File: config.mk
export PLATFORM = sky130hd
export DESIGN_NAME = instruction_fetch_unit
export DESIGN_NICKNAME = d
export VERILOG_FILES = /design/src/rtl/fetch_pkg.sv /design/src/rtl/instruction_fetch_unit_pc_register.sv /design/src/rtl/instruction_fetch_unit.sv
export SDC_FILE = /design/constraint.sdc
export NUM_CORES = 1
export LEC_CHECK = 0
export BUFFER_PORTS_ARGS = -buffer_cell sky130_fd_sc_hd__buf_4
export CAP_MARGIN = 10
export CORE_MARGIN = 5
export CORE_UTILIZATION = 45
export CTS_BUF_LIST = sky130_fd_sc_hd__clkbuf_4
export CTS_CLUSTER_DIAMETER = 200
export DETAILED_ROUTE_END_ITERATION = 10
export GPL_ROUTABILITY_DRIVEN = 0
export PLACE_DENSITY = 0.73
export SYNTH_ARGS = -nofsm -noshare
export SYNTH_HDL_FRONTEND = slang
export SYNTH_SLANG_ARGS = --single-unit
File: constraint.sdc
create_clock -name clk -period 3.31 [get_ports clk]
set_input_delay 0.331 -clock clk [delete_from_list [all_inputs] [get_ports clk]]
set_output_delay 0.331 -clock clk [all_outputs]
set_load 0.01 [all_outputs]
File: src/rtl/fetch_pkg.sv
// Shared types and constants for the instruction fetch unit: FSM state
// encoding, NOP/HALT instruction encodings, word size and an address
// alignment helper.
package fetch_pkg;

  typedef enum logic {
    FETCH_RUN  = 1'b0,
    FETCH_HALT = 1'b1
  } fetch_state_t;

  localparam logic [31:0] NOP_ENCODING  = 32'h0000_0000;
  localparam logic [31:0] HALT_ENCODING = 32'hFFFF_FFFF;
  localparam logic [31:0] WORD_BYTES    = 32'd4;

  // Clear the byte-offset bits so the PC always points at a whole word.
  function automatic logic [31:0] word_align(input logic [31:0] addr);
    return addr & ~(WORD_BYTES - 32'd1);
  endfunction

endpackage

File: src/rtl/instruction_fetch_unit_pc_register.sv
// Program counter flop. Priority: reset, then load of a word-aligned
// redirect target, then increment by one word; otherwise the value holds.
module pc_register
  import fetch_pkg::*;
#(
  parameter logic [31:0] RESET_VALUE = 32'h0000_0000
) (
  input  logic        clk,
  input  logic        rst,
  input  logic        load_en,
  input  logic [31:0] load_value,
  input  logic        inc_en,
  output logic [31:0] pc
);

  logic [31:0] pc_reg;

  // PC update: reset > load > increment > hold; increment wraps modulo 2^32.
  always_ff @(posedge clk) begin
    if (rst) begin
      pc_reg <= RESET_VALUE;
    end else if (load_en) begin
      pc_reg <= word_align(load_value);
    end else if (inc_en) begin
      pc_reg <= pc_reg + WORD_BYTES;
    end
  end

  assign pc = pc_reg;

endmodule

File: src/rtl/instruction_fetch_unit.sv
// Fetch stage: owns the PC, presents it as the instruction memory byte
// address, and registers the returned word into the IF/ID register.
// Handles stalls, flushes, redirects and a HALT park state.
// Optional feature macro: FETCH_PERF_CNT_EN adds fetch and stall counters.
module instruction_fetch_unit
  import fetch_pkg::*;
#(
  parameter logic [31:0] RESET_PC   = 32'h0000_0000,
  parameter logic [31:0] NOP_INSTR  = NOP_ENCODING,
  parameter logic [31:0] HALT_INSTR = HALT_ENCODING
) (
  input  logic        clk,
  input  logic        rst,
  input  logic        stall_i,
  input  logic        flush_i,
  input  logic        redirect_valid_i,
  input  logic [31:0] redirect_target_i,
  output logic [31:0] imem_addr_o,
  input  logic [31:0] imem_instr_i,
  output logic [31:0] id_pc_o,
  output logic [31:0] id_pc_plus4_o,
  output logic [31:0] id_instr_o,
  output logic        id_valid_o,
  output logic        halted_o
`ifdef FETCH_PERF_CNT_EN
  ,
  output logic [31:0] fetch_cnt_o,
  output logic [31:0] stall_cnt_o
`endif
);

  fetch_state_t state_reg;
  logic [31:0]  pc;
  logic [31:0]  id_pc_reg;
  logic [31:0]  id_pc_plus4_reg;
  logic [31:0]  id_instr_reg;
  logic         id_valid_reg;
  logic         halted_reg;

  // Cycle classification. Redirect wins in both states; stall only matters in RUN.
  logic in_run;
  logic normal_adv;
  logic halt_hit;
  logic pc_inc;
  logic load_valid;

  assign in_run     = (state_reg == FETCH_RUN);
  assign normal_adv = in_run & ~redirect_valid_i & ~stall_i;
  assign halt_hit   = normal_adv & ~flush_i & (imem_instr_i == HALT_INSTR);
  assign pc_inc     = normal_adv & ~halt_hit;
  assign load_valid = pc_inc & ~flush_i;

  pc_register #(
    .RESET_VALUE(RESET_PC)
  ) u_pc_register (
    .clk       (clk),
    .rst       (rst),
    .load_en   (redirect_valid_i),
    .load_value(redirect_target_i),
    .inc_en    (pc_inc),
    .pc        (pc)
  );

  // RUN/HALT FSM together with the IF/ID register it controls.
  always_ff @(posedge clk) begin
    if (rst) begin
      state_reg       <= FETCH_RUN;
      halted_reg      <= 1'b0;
      id_pc_reg       <= 32'h0000_0000;
      id_pc_plus4_reg <= 32'h0000_0004;
      id_instr_reg    <= NOP_INSTR;
      id_valid_reg    <= 1'b0;
    end else begin
      case (state_reg)
        FETCH_RUN: begin
          if (redirect_valid_i) begin
            id_valid_reg <= 1'b0;
            id_instr_reg <= NOP_INSTR;
          end else if (stall_i) begin
            if (flush_i) begin
              id_valid_reg <= 1'b0;
              id_instr_reg <= NOP_INSTR;
            end
          end else if (halt_hit) begin
            // The HALT word itself is swallowed; PC stays on it.
            state_reg    <= FETCH_HALT;
            halted_reg   <= 1'b1;
            id_valid_reg <= 1'b0;
            id_instr_reg <= NOP_INSTR;
          end else begin
            id_pc_reg       <= pc;
            id_pc_plus4_reg <= pc + WORD_BYTES;
            id_instr_reg    <= flush_i ? NOP_INSTR : imem_instr_i;
            id_valid_reg    <= ~flush_i;
          end
        end
        FETCH_HALT: begin
          id_valid_reg <= 1'b0;
          id_instr_reg <= NOP_INSTR;
          if (redirect_valid_i) begin
            state_reg  <= FETCH_RUN;
            halted_reg <= 1'b0;
          end
        end
        default: begin
          state_reg  <= FETCH_RUN;
          halted_reg <= 1'b0;
        end
      endcase
    end
  end

`ifdef FETCH_PERF_CNT_EN
  logic [31:0] fetch_cnt_reg;
  logic [31:0] stall_cnt_reg;

  // Counters: delivered instructions, and RUN cycles lost to decode stalls.
  always_ff @(posedge clk) begin
    if (rst) begin
      fetch_cnt_reg <= 32'h0;
      stall_cnt_reg <= 32'h0;
    end else begin
      if (load_valid) begin
        fetch_cnt_reg <= fetch_cnt_reg + 32'd1;
      end
      if (in_run & stall_i & ~redirect_valid_i) begin
        stall_cnt_reg <= stall_cnt_reg + 32'd1;
      end
    end
  end

  assign fetch_cnt_o = fetch_cnt_reg;
  assign stall_cnt_o = stall_cnt_reg;
`endif

  assign imem_addr_o   = pc;
  assign id_pc_o       = id_pc_reg;
  assign id_pc_plus4_o = id_pc_plus4_reg;
  assign id_instr_o    = id_instr_reg;
  assign id_valid_o    = id_valid_reg;
  assign halted_o      = halted_reg;

endmodule

Yosys cells after proc, flatten, opt, wreduce, memory -nomap -nowiden
Index checks and enable logic that the tools add are counted.
{"block": "word_totals", "regBits": 131, "inputBits": 69, "out_inout_bits": 130}
{"block": "op_classes", "n_addsub": 1, "eq_ne": 6, "n_mux": 23, "bitwise_logic": 10, "reduce_logical": 4}
{"op": "$mux 32", "count": 7}
{"op": "$pmux 32 s2", "count": 1}
{"op": "$add 32x3->32 const B", "count": 1}
{"op": "$eq 32x32->1 const B", "count": 1}
{"op": "$mux 1", "count": 12}
{"op": "$reduce_and 4->1", "count": 2}
{"op": "$ne 2x2->1 const B", "count": 3}
{"op": "$pmux 1 s2", "count": 3}
{"op": "$and 1x1->1", "count": 5}
{"op": "$not 1->1", "count": 5}
{"op": "$ne 4x4->1 const B", "count": 1}
{"op": "$ne 2x1->1 const B", "count": 1}
{"op": "$reduce_bool 2->1", "count": 1}
{"op": "$reduce_or 2->1", "count": 1}

Logic depth before layout (Yosys ltp)
{"block": "depth", "depth_word": 9, "depth_mapped": 8}

Modules after synthesis
From an unflattened synthesis, not the netlist that was laid out.
{"block": "unflattened", "hier_cells": 713, "hier_area_um2": 5829.3}
{"module": "instruction_fetch_unit", "instances": 1, "cells_per_inst": 462, "area_per_inst_um2": 3900.0, "seq_area_each_um2": 1941.9}
{"module": "pc_register", "instances": 1, "cells_per_inst": 251, "area_per_inst_um2": 1929.4, "seq_area_each_um2": 600.6}

Least setup slack after synthesis
OpenSTA, ideal clock, no wires.
{"block": "synth_path", "path_kind": "reg-to-reg", "start": "register u_pc_register.pc_reg[2], in the netlist u_pc_register.pc[2]", "end": "register u_pc_register.pc_reg[18], in the netlist u_pc_register.pc[18]", "setup_ns": 0.091, "t_arrival_ns": 2.071, "required_ns": 3.219, "slack_ns": 1.148, "stages_incl_launch_ff": 8, "n_path_buf": 1, "synth_period_minus_slack_ns": 2.162, "path_cell_list": "dfxtp_1 > ha_1 > nand2_1 > or3_1 > buf_2 > or3_4 > or3_1 > a311oi_1"}
{"block": "synth_between", "elab_chain_len": 3}
{"item": "start: declaration", "line": "instruction_fetch_unit_pc_register.sv:16", "rtl": "logic [31:0] pc_reg;"}
{"item": "start signal: assignment", "line": "instruction_fetch_unit_pc_register.sv:23", "rtl": "pc_reg <= word_align(load_value);"}
{"item": "start signal: assignment", "line": "instruction_fetch_unit_pc_register.sv:25", "rtl": "pc_reg <= pc_reg + WORD_BYTES;"}
{"item": "$add 32x3->32", "line": "instruction_fetch_unit_pc_register.sv:25"}
{"item": "$mux 32", "line": "instruction_fetch_unit_pc_register.sv:24", "rtl": "end else if (inc_en) begin"}
{"item": "$mux 32", "line": "instruction_fetch_unit_pc_register.sv:22", "rtl": "end else if (load_en) begin"}
Every way passes these cells. The select of a mux whose other input is x is not followed.
A chain may end at the register's enable or synchronous reset.

Worst setup path after layout
{"block": "layout_path", "start": "input imem_instr_i[3]", "end": "register id_pc_plus4_reg[9], in the netlist id_pc_plus4_o[9]"}
{"block": "layout_between", "elab_chain_len": 4}
{"item": "start: declaration", "line": "instruction_fetch_unit.sv:19", "rtl": "input logic [31:0] imem_instr_i,"}
{"item": "$eq 32x32->1", "line": "instruction_fetch_unit.sv:49", "rtl": "assign halt_hit = normal_adv & ~flush_i & (imem_instr_i == HALT_INSTR);"}
{"item": "$and 1x1->1", "line": "instruction_fetch_unit.sv:49"}
{"item": "$not 1->1 (no line)"}
{"item": "$reduce_and 4->1 (no line)"}
{"item": "end signal: assignment", "line": "instruction_fetch_unit.sv:92", "rtl": "id_pc_plus4_reg <= pc + WORD_BYTES;"}
{"item": "end: declaration", "line": "instruction_fetch_unit.sv:35", "rtl": "logic [31:0] id_pc_plus4_reg;"}
Every way passes these cells.

==> Implementation_results.wiki <==
{| class="wikitable"
! Metric !! Value
|-
| Share of power burned in registers || a little over half
|-
| Worst-case clock buffer depth || 2
|-
| Cell row count || 39
|-
| Kind of path behind the tightest hold check || in2reg
|-
| Count of buffering cells on the critical path with inverters included || 3
|-
| Layout-stage area growth over the synthesis result || 36.5%
|-
| Max cap viols || 0
|-
| Synth async-reset ratio || 0%
|-
| Endpoints failing hold || 0
|-
| Flip-flop count of the largest register after layout || 32
|-
| Run status || complete, no violations
|-
| Most frequent cell after synthesis || dfxtp_1
|-
| Number of flops mapped to enable cells by yosys || 0
|-
| All-layer global routing usage || between 20% and 30%
|-
| Port Buf Inserts || 190
|-
| Post-synthesis sequential area ratio || 46.7%
|-
| Global route total overflow || 0
|-
| Peak supply drop || 0.231 mV
|-
| Met1 Use GR || approximately 28%
|-
| Number of vias after detailed routing || around 5300
|-
| Fraction of layout instances using a drive strength above 1 || just under 30%
|-
| Number of search-and-repair iterations in the first detailed-routing pass || 4
|-
| Delay of the slowest cell on the worst path || between 700 and 800 ps
|-
| Post-CTS Resized || 0
|-
| Switching power summed over all nets || roughly 840 uW
|-
| Clock period minus final worst setup slack || between 2000 and 3000 ps
|-
| Clock tree from TritonCTS || built
|-
| Power Dens Cells || between 400 and 500 nW/um2
|-
| Diode insertion count for antenna repair || 0
|-
| Source-to-sink clock delay at the later pin of the worst-skew pair || around 560 ps
|-
| Number of antenna violations at the first check in global routing || 0
|-
| Number of max-slew violations in the final report || 0
|-
| Unrepaired setup endpoints after global routing || false
|-
| Number of unique standard cell types used by synthesis || 55
|-
| Count of endpoints failing setup in the final report || 0
|-
| Most used standard cells in the synthesized netlist || dfxtp_1, nand2_1, nor2_1, a21oi_1, clkbuf_1
|-
| Endpoint type of the worst setup path || register
|-
| Total Neg Setup Slack || 0 ps
|-
| Cells after synthesis || between 600 and 700
|-
| Headroom to the max-slew limit || between 20 and 30%
|-
| Initial core utilization || ~46%
|-
| Proportion of netlist area held by the largest area contributor || 46.7%
|-
| Clock Power Share || a little under a third
|-
| Placeable core region || between 10000 and 15000 um2
|-
| Final worst-path cycle share || between 80% and 90%
|-
| Clock tree root driver cell || clkbuf_4
|-
| Number of global-route vias before repair || roughly 5300
|-
| Met2 layer usage reported by global route || between 30% and 40%
|-
| Final setup skew || 13.7 ps
|-
| Worst setup path class || in2reg
|-
| Internal portion of total power || approximately 2.2 mW
|-
| Data required, critical path || between 3000 and 4000 ps
|-
| Static leakage || 2.97 nW
|-
| Total power consumption of the routed design || between 3 and 4 mW
|-
| Clock sink count || between 100 and 150
|-
| Category of cells accounting for the largest share of critical-path delay || buffers and inverters
|-
| DRT iter0 DRCs || between 300 and 400
|-
| Yosys reg bits || around 130
|-
| Synth warn || 0
|-
| Die extent in x || 119 um
|-
| DRC violation count after routing || 0
|-
| Clock transition at the registers of the reported paths || ~100 ps
|-
| Quantity of hold-fixing buffers added after cts || 30
|-
| First-pass GRT wire length || 27000 um
|-
| Most prevalent standard cell on the critical path || buf_4
|-
| Cells taking the most area after synthesis || dfxtp_1, nand2_1, a22o_1
|-
| Dpl hpwl || approximately 11000 um
|-
| DR vias/cell || 5.57
|-
| WP data arrival || around 3100 ps
|-
| Number of fillers in the final layout || around 970
|-
| Total Wirelength || between 15000 and 20000 um
|-
| Wirelength per Cell || about 17 um
|-
| Cell type with the largest total area after synthesis || dfxtp_1
|-
| Chip height || approximately 120 um
|-
| Net switching fraction of the power || around 28%
|-
| Share of total power in combinational logic || 14.7%
|-
| Worst slew pin tran || about 1100 ps
|-
| Nets@finish || approximately 870
|-
| Largest fanout of any net on the critical path || 54
|-
| Cell Chain, Critical Path || dlygate4sd3_1, buf_4, nand4_1, or4_1, o31a_2, buf_4, nor2_1, a211oi_1
|-
| Layer carrying the most global-route usage || met2
|-
| Number of top-level pins || between 150 and 200
|-
| Number of H-tree levels || 4
|-
| Primary FF master, synth || dfxtp_1
|-
| Pin count of the biggest net entering global routing || 99
|-
| Met3 Resource Use GR || under 10%
|-
| Total Die Area || between 10000 and 15000 um2
|-
| Syn_area_per_cell || between 8 and 9 um2
|-
| Kind of launch point of the worst setup path || input port
|-
| Worst path slowest cell || o31a_2
|-
| Post-detailed-route count of antenna-violating nets || 0
|-
| Area of the mapped netlist || approximately 5400 um2
|-
| F_max || between 300 and 400 MHz
|-
| TritonCTS buffer count || 17
|-
| Buffers inserted by post-CTS timing repair || 0
|}
[layout by cell type (no fill, tap or decap), drive strengths merged, types with 18 or more instances in the layout]
cell type / count
a311oi: 19
nor2: 50
a22o: 31
dfxtp: 125
nand4: 20
a21oi: 40
dlygate4sd3: 30
buf: 198
or3: 18
clkbuf: 21
nand2: 83
a211oi: 25
[worst paths after layout]
path         slack (ps)                                end  cells past startpoint                        startpoint
min                  30        id_instr_o[12]$_SDFFE_PP0P_                      2                  imem_instr_i[12]
max                 650      id_pc_plus4_o[9]$_SDFFE_PP0P_                      8                   imem_instr_i[3]
max reg2reg         680  u_pc_register.pc[28]$_SDFFE_PP0P_                      6  u_pc_register.pc[2]$_SDFFE_PP0P_
min reg2reg         460     id_pc_plus4_o[11]$_SDFFE_PP0P_                      2    id_pc_plus4_o[11]$_SDFFE_PP0P_
[per-stage QoR]
stage | instance area (um2) | util (%) | std cells | hold slack (ps) | setup WS, ps
2_1_floorplan | 5380 | - | 616 | 464 | 1150
3_3_place_gp | 6790 | 58.7 | 898 | 443 | 670
3_5_place_dp | 6790 | 58.7 | 898 | 447 | 593
4_1_cts | 7320 | 63.3 | 960 | 7.84 | 668
5_1_grt | 7320 | 63.3 | 960 | 19.2 | 460
6_report | 7320 | 63.3 | 960 | 26.2 | 651
[cell type report]
class / count / area (um2) / share of cell area (%)
clock inverter: 11 / 76.3 / 1.04
timing repair buffer: 228 / 1790 / 24.4
clock buffer: 21 / 158 / 2.15
tap: 143 / 179 / 2.44
inverter: 9 / 33.8 / 0.461
multi-input combinational: 423 / 2590 / 35.3
sequential: 125 / 2500 / 34.2
[worst register-to-register path, cell delays in order, from the launching register on]
cell      delay, ps
dfxtp_1         470
ha_1            280
and2_1          270
and3_1          300
nand4_1         410
or4_1           550
a311oi_1        260
[power by group through the flow]
| stage | Sequential [mW] | Clock [mW] | Combinational [mW] |
|---|---|---|---|
| detailed placement | 1.68 | 0 | 0.416 |
| floorplan | 1.68 | 0 | 0.196 |
| CTS | 1.65 | 0.953 | 0.446 |
| finish | 1.65 | 0.931 | 0.444 |
| global placement | 1.68 | 0 | 0.408 |
| global route | 1.66 | 1.02 | 0.485 |
[kinds of logic (layout without fill, tap and decap cells)]
family	Yosys count	after routing	synth area share, %
xor+xnor	27	27	4.41
flops	125	125	46.7
mux	1	1	0.187
simple gates	226	226	21.2
fa+ha+maj	1	1	0.233
buf+inv	68	269	5.62
other cells	1	6	0.0699
compound gates	162	162	21.7
[per-layer routing]
layer,part of all wire (%),wire length (um),vias to the layer above
met3,8.8,1460,31
met4,2.1,359,0
met5,0,0,-
met2,49,8110,187
li1,-,-,2592
met1,41,6790,2538
Note: power is estimated with default switching activity, not from simulation.
